**config.mk**
```make
export PLATFORM = sky130hd
export DESIGN_NAME = pll_freq_comparator_param
export DESIGN_NICKNAME = d
export VERILOG_FILES = /design/src/rtl/pll_cmp_pkg.sv /design/src/rtl/pll_freq_comparator_param_classifier.sv /design/src/rtl/pll_freq_comparator_param.sv
export SDC_FILE = /design/constraint.sdc
export NUM_CORES = 1
export LEC_CHECK = 0
export ABC_AREA = 1
export BUFFER_PORTS_ARGS = -buffer_cell sky130_fd_sc_hd__buf_2
export CAP_MARGIN = 20
export CORE_MARGIN = 3
export CORE_UTILIZATION = 50
export DETAILED_ROUTE_END_ITERATION = 12
export MAX_ROUTING_LAYER = met4
export PLACE_DENSITY = 0.76
export SLEW_MARGIN = 0
export SYNTH_ARGS = -nofsm -noshare
export SYNTH_HDL_FRONTEND = slang
export SYNTH_SLANG_ARGS = --single-unit
```
**constraint.sdc**
```tcl
create_clock -name ClockIn -period 9.4 [get_ports ClockIn]
set_clock_uncertainty 0.1 [all_clocks]
set_input_delay 1.41 -clock ClockIn [delete_from_list [all_inputs] [get_ports ClockIn]]
set_output_delay 1.41 -clock ClockIn [all_outputs]
set_load 0.1 [all_outputs]
```
**src/rtl/pll_cmp_pkg.sv**
```systemverilog
// pll_cmp_pkg: shared codes and saturating arithmetic for the PLL frequency comparator
package pll_cmp_pkg;
  typedef enum logic [1:0] {
    ADJ_SLOWER = 2'b00,
    ADJ_HOLD   = 2'b01,
    ADJ_FASTER = 2'b11
  } adj_code_t;
  typedef enum logic [1:0] {EC_NONE, EC_SLOW, EC_MATCH, EC_FAST} edge_class_t;
  function automatic int sat_add(input int a, input int b, input int lo, input int hi);
    int s;
    s = a + b;
    return s > hi ? hi : (s < lo ? lo : s);
  endfunction
endpackage

```
**src/rtl/pll_freq_comparator_param_classifier.sv**
```systemverilog
// pll_edge_classifier: synchronises PLLClock and classifies each high-run as slow, matched or fast
module pll_edge_classifier
  import pll_cmp_pkg::*;
#(
  parameter int SYNC_STAGES = 2,
  parameter int COUNT_W     = 3,
  parameter int MATCH_RUN   = 1
) (
  input  logic        i_clk,
  input  logic        i_rst,
  input  logic        i_en,
  input  logic        i_pll,
  output edge_class_t o_class
);
  localparam logic [COUNT_W-1:0] MATCH_V = COUNT_W'(MATCH_RUN);
  logic [SYNC_STAGES-1:0] r_sync, r_fill;
  logic [COUNT_W-1:0] r_run;
  logic w_s, w_live, w_full;
  assign w_s    = r_sync[SYNC_STAGES-1];
  assign w_live = i_en && r_fill[SYNC_STAGES-1];
  assign w_full = &r_run;
  // Synchroniser keeps sampling while disabled; r_fill masks stages not yet loaded from PLLClock
  always_ff @(posedge i_clk)
    if (i_rst) begin
      r_sync <= '0;
      r_fill <= '0;
    end else begin
      r_sync <= {r_sync[SYNC_STAGES-2:0], i_pll};
      r_fill <= {r_fill[SYNC_STAGES-2:0], 1'b1};
    end
  // High-run length, saturating at all-ones, cleared by every low sample
  always_ff @(posedge i_clk)
    if (i_rst) r_run <= '0;
    else if (w_live) r_run <= !w_s ? '0 : w_full ? r_run : r_run + 1'b1;
  // A low sample closes the run; a saturated high run reports fast every cycle
  always_comb
    o_class = !w_live ? EC_NONE :
              w_s     ? (w_full ? EC_FAST : EC_NONE) :
              r_run < MATCH_V ? EC_SLOW : r_run == MATCH_V ? EC_MATCH : EC_FAST;
endmodule

```
**src/rtl/pll_freq_comparator_param.sv**
```systemverilog
// pll_freq_comparator_param: windowed slow/fast integration driving PLL adjust, error and lock outputs
module pll_freq_comparator_param
  import pll_cmp_pkg::*;
#(
  parameter int SYNC_STAGES = 2,
  parameter int COUNT_W     = 3,
  parameter int MATCH_RUN   = 1,
  parameter int WINDOW_LOG2 = 3,
  parameter int ACC_W       = 5,
  parameter int DEADBAND    = 1,
  parameter int LOCK_COUNT  = 4
) (
  input  logic                    ClockIn,
  input  logic                    Reset,
  input  logic                    Enable,
  input  logic                    PLLClock,
  output logic [1:0]              AdjustFreq,
  output logic                    DecisionValid,
  output logic signed [ACC_W-1:0] ErrorMag,
  output logic                    Locked
);
  localparam int ACC_MAX = 2 ** (ACC_W - 1) - 1;
  localparam int ACC_MIN = -(2 ** (ACC_W - 1));
  localparam int LOCK_W  = $clog2(LOCK_COUNT + 1);
  edge_class_t w_class;
  adj_code_t r_adj, w_adj;
  logic signed [ACC_W-1:0] r_acc, r_err, w_acc_next;
  logic [WINDOW_LOG2-1:0] r_win;
  logic [LOCK_W-1:0] r_lock;
  logic r_valid, w_dec;
  int w_step;
  pll_edge_classifier #(
    .SYNC_STAGES(SYNC_STAGES),
    .COUNT_W    (COUNT_W),
    .MATCH_RUN  (MATCH_RUN)
  ) u_cls (
    .i_clk  (ClockIn),
    .i_rst  (Reset),
    .i_en   (Enable),
    .i_pll  (PLLClock),
    .o_class(w_class)
  );
  // This cycle's contribution folded into the accumulator, and the decision it would produce
  always_comb begin
    w_step     = w_class == EC_FAST ? 1 : w_class == EC_SLOW ? -1 : 0;
    w_acc_next = ACC_W'(sat_add(int'(r_acc), w_step, ACC_MIN, ACC_MAX));
    w_dec      = Enable && &r_win;
    w_adj      = int'(w_acc_next) < -DEADBAND ? ADJ_FASTER :
                 int'(w_acc_next) > DEADBAND  ? ADJ_SLOWER : ADJ_HOLD;
  end
  // Window integration; at the wrap the result is latched and the accumulator restarts from zero
  always_ff @(posedge ClockIn)
    if (Reset) begin
      r_acc   <= '0;
      r_win   <= '0;
      r_lock  <= '0;
      r_adj   <= ADJ_HOLD;
      r_err   <= '0;
      r_valid <= 1'b0;
    end else begin
      r_valid <= w_dec;
      if (Enable) begin
        r_win <= r_win + 1'b1;
        r_acc <= w_dec ? '0 : w_acc_next;
      end
      if (w_dec) begin
        r_adj  <= w_adj;
        r_err  <= w_acc_next;
        r_lock <= w_adj != ADJ_HOLD ? '0 : r_lock == LOCK_W'(LOCK_COUNT) ? r_lock : r_lock + 1'b1;
      end
    end
  assign AdjustFreq    = r_adj;
  assign DecisionValid = r_valid;
  assign ErrorMag      = r_err;
  assign Locked        = r_lock == LOCK_W'(LOCK_COUNT);
endmodule

```
Word-level counts from Yosys, hierarchy flattened --
Cells that the tools add are included.
Word-level totals: output and inout bits 9, bits of input ports 4, register bits 26, logic and storage cells 49
Cells by class: add/sub/neg operators 4, mux-type cells 17, equality and inequality tests 7, magnitude comparators 5, reduce and logical (&&, ||, !) cells 6
Operators with widths (count):
- $mux W32 | 2
- $add A5 B32 Y32 | 1
- $gt A32 B5 Y1 const B | 1
- $lt A32 B5 Y1 const B | 1
- $mux W5 | 3
- $mux W3 | 4
- $mux W2 | 5
- $add A3 B1 Y3 const B | 3
- $reduce_and A3 Y1 | 2
- $gt A5 B2 Y1 const B | 1
- $lt A5 B1 Y1 const B | 1
- $ne A2 B1 Y1 const B | 2
- $reduce_and A2 Y1 | 2
- $eq A3 B1 Y1 const B | 1
- $eq A3 B3 Y1 const B | 1
- $lt A3 B1 Y1 const B | 1
- $mux W1 | 3
- $eq A2 B1 Y1 const B | 1
- $eq A2 B2 Y1 const B | 1
- $logic_and A1 B1 Y1 | 2
- $ne A2 B2 Y1 const B | 1

Longest topological paths before layout --
depth in word-level cells 18, mapped depth 30, mapped depth without buffers 30

Hierarchy --
Synthesis repeated with hierarchy kept, for this count alone.
Second synthesis, totals: cell total of the unflattened synthesis 285, area total of the unflattened synthesis 1909.3 um2
By module, submodules not included:
- pll_freq_comparator_param | cells an instance 241, area an instance 1582.8 um2, seq. area each 380.4 um2, instances 1
- pll_edge_classifier | cells an instance 44, area an instance 326.6 um2, seq. area each 140.1 um2, instances 1

Worst setup path after synthesis --
Ideal clock, no wire load.
kind input port to flip-flop, start input port Enable, end register r_lock[1], setup slack 3.996 ns, cell stages on the path 25, arrival time 5.187 ns, setup time 0.117 ns, buffers on the path 1, required time 9.183 ns, cell sequence nand2_2 > nor2_4 > nand3_4 > inv_2 > ha_1 > buf_2 > inv_1 > o21bai_2 > nor2_8 > nand2_1 > fa_1 > inv_1 > fa_1 > nor4_1 > nand3_1 > nor2_1 > nand3_2 > nand2_2 > nand2_1 > nand3_1 > nor2_1 > nor2_1 > nor2_4 > o21ai_2 > nor2_1
Between the ends: cells in the longest elaborated chain, start to end 15, elaborated cells between the ends (all ways) 20, those cells by class 1 x add/sub; 4 x order compare; 4 x eq/ne; 8 x mux; 3 x reduce/logical
RTL lines:
- start: declaration | line pll_freq_comparator_param.sv:15 | input logic Enable,
- $logic_and A1 B1 Y1 | line pll_freq_comparator_param_classifier.sv:20 | assign w_live = i_en && r_fill[SYNC_STAGES-1];
- $mux W2 | line pll_freq_comparator_param_classifier.sv:37 | o_class = !w_live ? EC_NONE :
- $eq A2 B1 Y1 | line pll_freq_comparator_param.sv:45 | w_step = w_class == EC_FAST ? 1 : w_class == EC_SLOW ? -1 : 0;
- $mux W32 (2 in a row) | line pll_freq_comparator_param.sv:45
- $add A5 B32 Y32 | line pll_cmp_pkg.sv:11 | s = a + b;
- $lt A32 B5 Y1 | line pll_cmp_pkg.sv:12 | return s > hi ? hi : (s < lo ? lo : s);
- $mux W5 (2 in a row) | line pll_cmp_pkg.sv:12
- $gt A5 B2 Y1 | line pll_freq_comparator_param.sv:49 | int'(w_acc_next) > DEADBAND ? ADJ_SLOWER : ADJ_HOLD;
- $mux W1 | line pll_freq_comparator_param.sv:49
- $mux W2 | line pll_freq_comparator_param.sv:48 | w_adj = int'(w_acc_next) < -DEADBAND ? ADJ_FASTER :
- $ne A2 B1 Y1 | line pll_freq_comparator_param.sv:69 | r_lock <= w_adj != ADJ_HOLD ? '0 : r_lock == LOCK_W'(LOCK_COUNT) ? r_lock : r_lock + 1'b1;
- $ne A2 B1 Y1 (no line)
- $reduce_and A2 Y1 (no line)
- end signal: assignment | line pll_freq_comparator_param.sv:69
- end: declaration | line pll_freq_comparator_param.sv:29 | logic [LOCK_W-1:0] r_lock;
Parallel ways exist; a longest one is shown, timed or not. A chain may end at the register's enable or synchronous reset.

Worst setup path after layout --
Same ends and word-level chain as after synthesis.

==> impl_metrics.csv <==
group,metric,value,unit
status,status,"finished, final reports clean",
clock_network,clock_path_buffers,2,
worst_hold_path,hp-start,"u_cls.r_sync[0]$_SDFF_PP0_",
synth,synth-adder-area-share,23.6,%
worst_setup_path,critPathMaxFanout,14,
detailed_routing,vias,1599,
final_layout,instances_no_fill,321,
global_routing,globalRouteMet3Util,2.30,%
worst_setup_path,r2r_setup_slack,4.36,ns
die,die_y,70.2,um
synth,syn_nets,291,
sta,worst_slack,3.77,ns
synth,ys_ff_latch,26,
global_routing,grt.met2_usage,28.0,%
worst_setup_path,r2r-start,"u_cls.r_run[0]$_SDFFE_PP0P_",
worst_setup_path,end_kind,"flip-flop",
synth,synth_area_leaders,"dfxtp_1 (25%), fa_1 (17%), nand2_1 (8.7%), inv_1 (6.9%), ha_1 (6.1%)",
synth,synth_ff_type,"dfxtp_1",
sta,fmax,0.178,GHz
power,cellLeakagePower,0.00111,uW
detailed_routing,initialDrtViolationCount,53,
die,core_area,3830,um2
place,pre_cts_ws,3.47,ns
worst_setup_path,worstPathRequired,9.47,ns
clock_network,cts_hold_buf,0,
power,power_density,110,nW/um2
clock_network,post_cts_buffers,0,
place,placed_cells,317,
clock_network,htree_levels,1,
synth,postSynthAreaPerCell,7.96,um2
synth,synthSimpleGateAreaFrac,32.9,%
synth,yosysMostFrequentCell,"nand2_1",
clock_network,numCtsBuffers,3,
global_routing,antenna_found_initial,0,
place,dpl_cell_area,2180,um2
synth,synthTopCellsByCount,"nand2_1 (48), inv_1 (38), nor2_1 (27)",
clock_network,clk_latency,0.27,ns
die,rows,22,
clock_network,cts_tree,"done",
synth,post-synth-top-area-cell,"dfxtp_1",
detailed_routing,drc_errors,0,
detailed_routing,via_per_inst,4.98,
detailed_routing,drtPass1Iterations,4,
synth,synth_warnings,0,
global_routing,top_usage_layer,"met2",
detailed_routing,wirelength,3720,um
power,peakVddDrop,139,uV
worst_setup_path,cp.arrival,5.70,ns
clock_network,clk_pin_slew,0.09,ns
sta,hold_violations,0,
die,ios,13,
sta,post-route-period-util,59.9,%
die,die_area,4930,um2
final_layout,area_delta_synth_final,8.26,%
job,max_cap_violations,0,
final_layout,layout-drive-gt1-share,19.8,%
synth,synth_edf_count,0,
synth,yosysUniqueCellTypes,33,
clock_network,cts_resized,0,
sta,worst_pin_slew,0.487,ns
global_routing,grt_pass1_wl,6730,um
worst_setup_path,crit_start,"Enable",
die,die_x,70.2,um
synth,async_flop_share,0,%
sta,final_max_slew_viol_count,0,
place,port_buffers,12,
global_routing,grt_max_degree,20,
place,dp_hpwl,2990,um
global_routing,grt_use_met1,21.2,%
detailed_routing,wl_per_cell,11.6,um
global_routing,grt_overflow,0,
synth,netlist.area_leader.share,25.3,%
synth,synth_xor_area_share,1.70,%
synth,syn_area,2060,um2
sta,maxSlewHeadroom,67.7,%
sta,setup_tns,0,ns
detailed_routing,ant_nets,0,
final_layout,diodes,0,
worst_hold_path,hold_path.class,"reg2reg",
synth,muxShareOfSynthArea,0,%
worst_setup_path,cp-start-kind,"input port",
clock_network,clock_sinks,26,
synth,synth_top_family_by_area,"simple AND/OR/NAND/NOR gates",
synth,netlist_instances,259,
worst_setup_path,critPathKind,"in2reg",
place,gp_congestion,0.829,
sta,fin_crit,5.63,ns
synth,ys_seq_area_share,25.3,%
clock_network,cts_root_buffer,"clkbuf_8",
sta,finalHoldWorstSlack,0.306,ns
global_routing,grt_pass1_vias,1541,
synth,synth-compound-area-share,8.50,%
final_layout,postLayoutCellArea,2230,um2
sta,rsz0062_at_grt,"no",
global_routing,grt_use_total,16.6,%
final_layout,nets,306,
die,initial_core_util,53.9,%
sta,final-setup-viol-count,0,
-- where the power goes --
part           internal (uW)  switching [uW]
clock                   37.4            34.1
sequential               114            3.27
combinational           19.0            37.4
total                    171            74.8
-- final cells by class --
class	count	area, um2
clock buffers	4	55.1
fillers	370	1600
inverters	41	154
multi-input cells	189	1370
flip-flops and latches	26	520
well taps	48	60.1
repair buffers	13	67.6
-- logic make-up (layout without fill, tap and decap cells) --
group                    after synthesis  count (layout)
XOR/XNOR                               4               4
AND/OR/NAND/NOR                      127             127
adder cells (fa/ha/maj)               28              28
flip-flops                            26              26
AO/OA/AOI/OAI                         30              30
buffers and inverters                 44              58
-- final timing paths --
path	endpoint	cells past startpoint
setup / recovery	r_lock[1]$_SDFFE_PP0P_	25
hold / removal	u_cls.r_sync[1]$_SDFF_PP0_	2
setup reg to reg	r_lock[1]$_SDFFE_PP0P_	26
hold reg to reg	u_cls.r_sync[1]$_SDFF_PP0_	2
-- per-layer routing --
metal / routed length, um / vias up
li1: - / 830
met1: 1770 / 739
met2: 1800 / 24
met3: 107 / 6
met4: 43 / 0
met5: 0 / -
-- flip-flops by register name, summed over array words and instances, names as in the netlist --
name and cells:
AdjustFreq 2, DecisionValid 1, ErrorMag 5, r_acc 5, r_lock 3, r_win 3
u_cls.r_fill 2, u_cls.r_run 3, u_cls.r_sync 2
-- per-stage QoR --
step                util [%]  total power, uW
floorplan                  -              165
CTS                     58.3              247
global placement        56.9              175
detailed placement      56.9              177
finish                  58.3              246
global route            58.3              260
-- critical path: stages --
cell	delay (ns)
buf_2	0.15
nand2_2	0.09
nor2_4	0.18
nand3_4	0.21
inv_2	0.40
ha_1	0.40
inv_1	0.17
o21bai_2	0.13
nor2_8	0.16
nand2_1	0.08
fa_1	0.35
inv_1	0.08
fa_1	0.43
nor4_1	0.27
nand3_1	0.10
nor2_1	0.14
nand3_2	0.09
nand2_2	0.09
nand2_1	0.08
nand3_1	0.11
nor2_1	0.05
nor2_1	0.22
nor2_4	0.08
o21ai_2	0.15
nor2_1	0.05
-- layout by cell type (no fill, tap or decap), drive strengths merged, types with 2 or more instances in the layout --
cell type  Yosys  final
o21ai         14     14
buf            1     13
nor3           3      3
inv           40     40
clkbuf         2      4
xnor2          2      2
nand3         15     15
xor2           2      2
nand2         60     60
dfxtp         26     26
fa            18     18
a21oi         14     14
nand4          7      7
nor2          38     38
nor4           2      2
ha            10     10
Power figures use the tool's default switching activity.
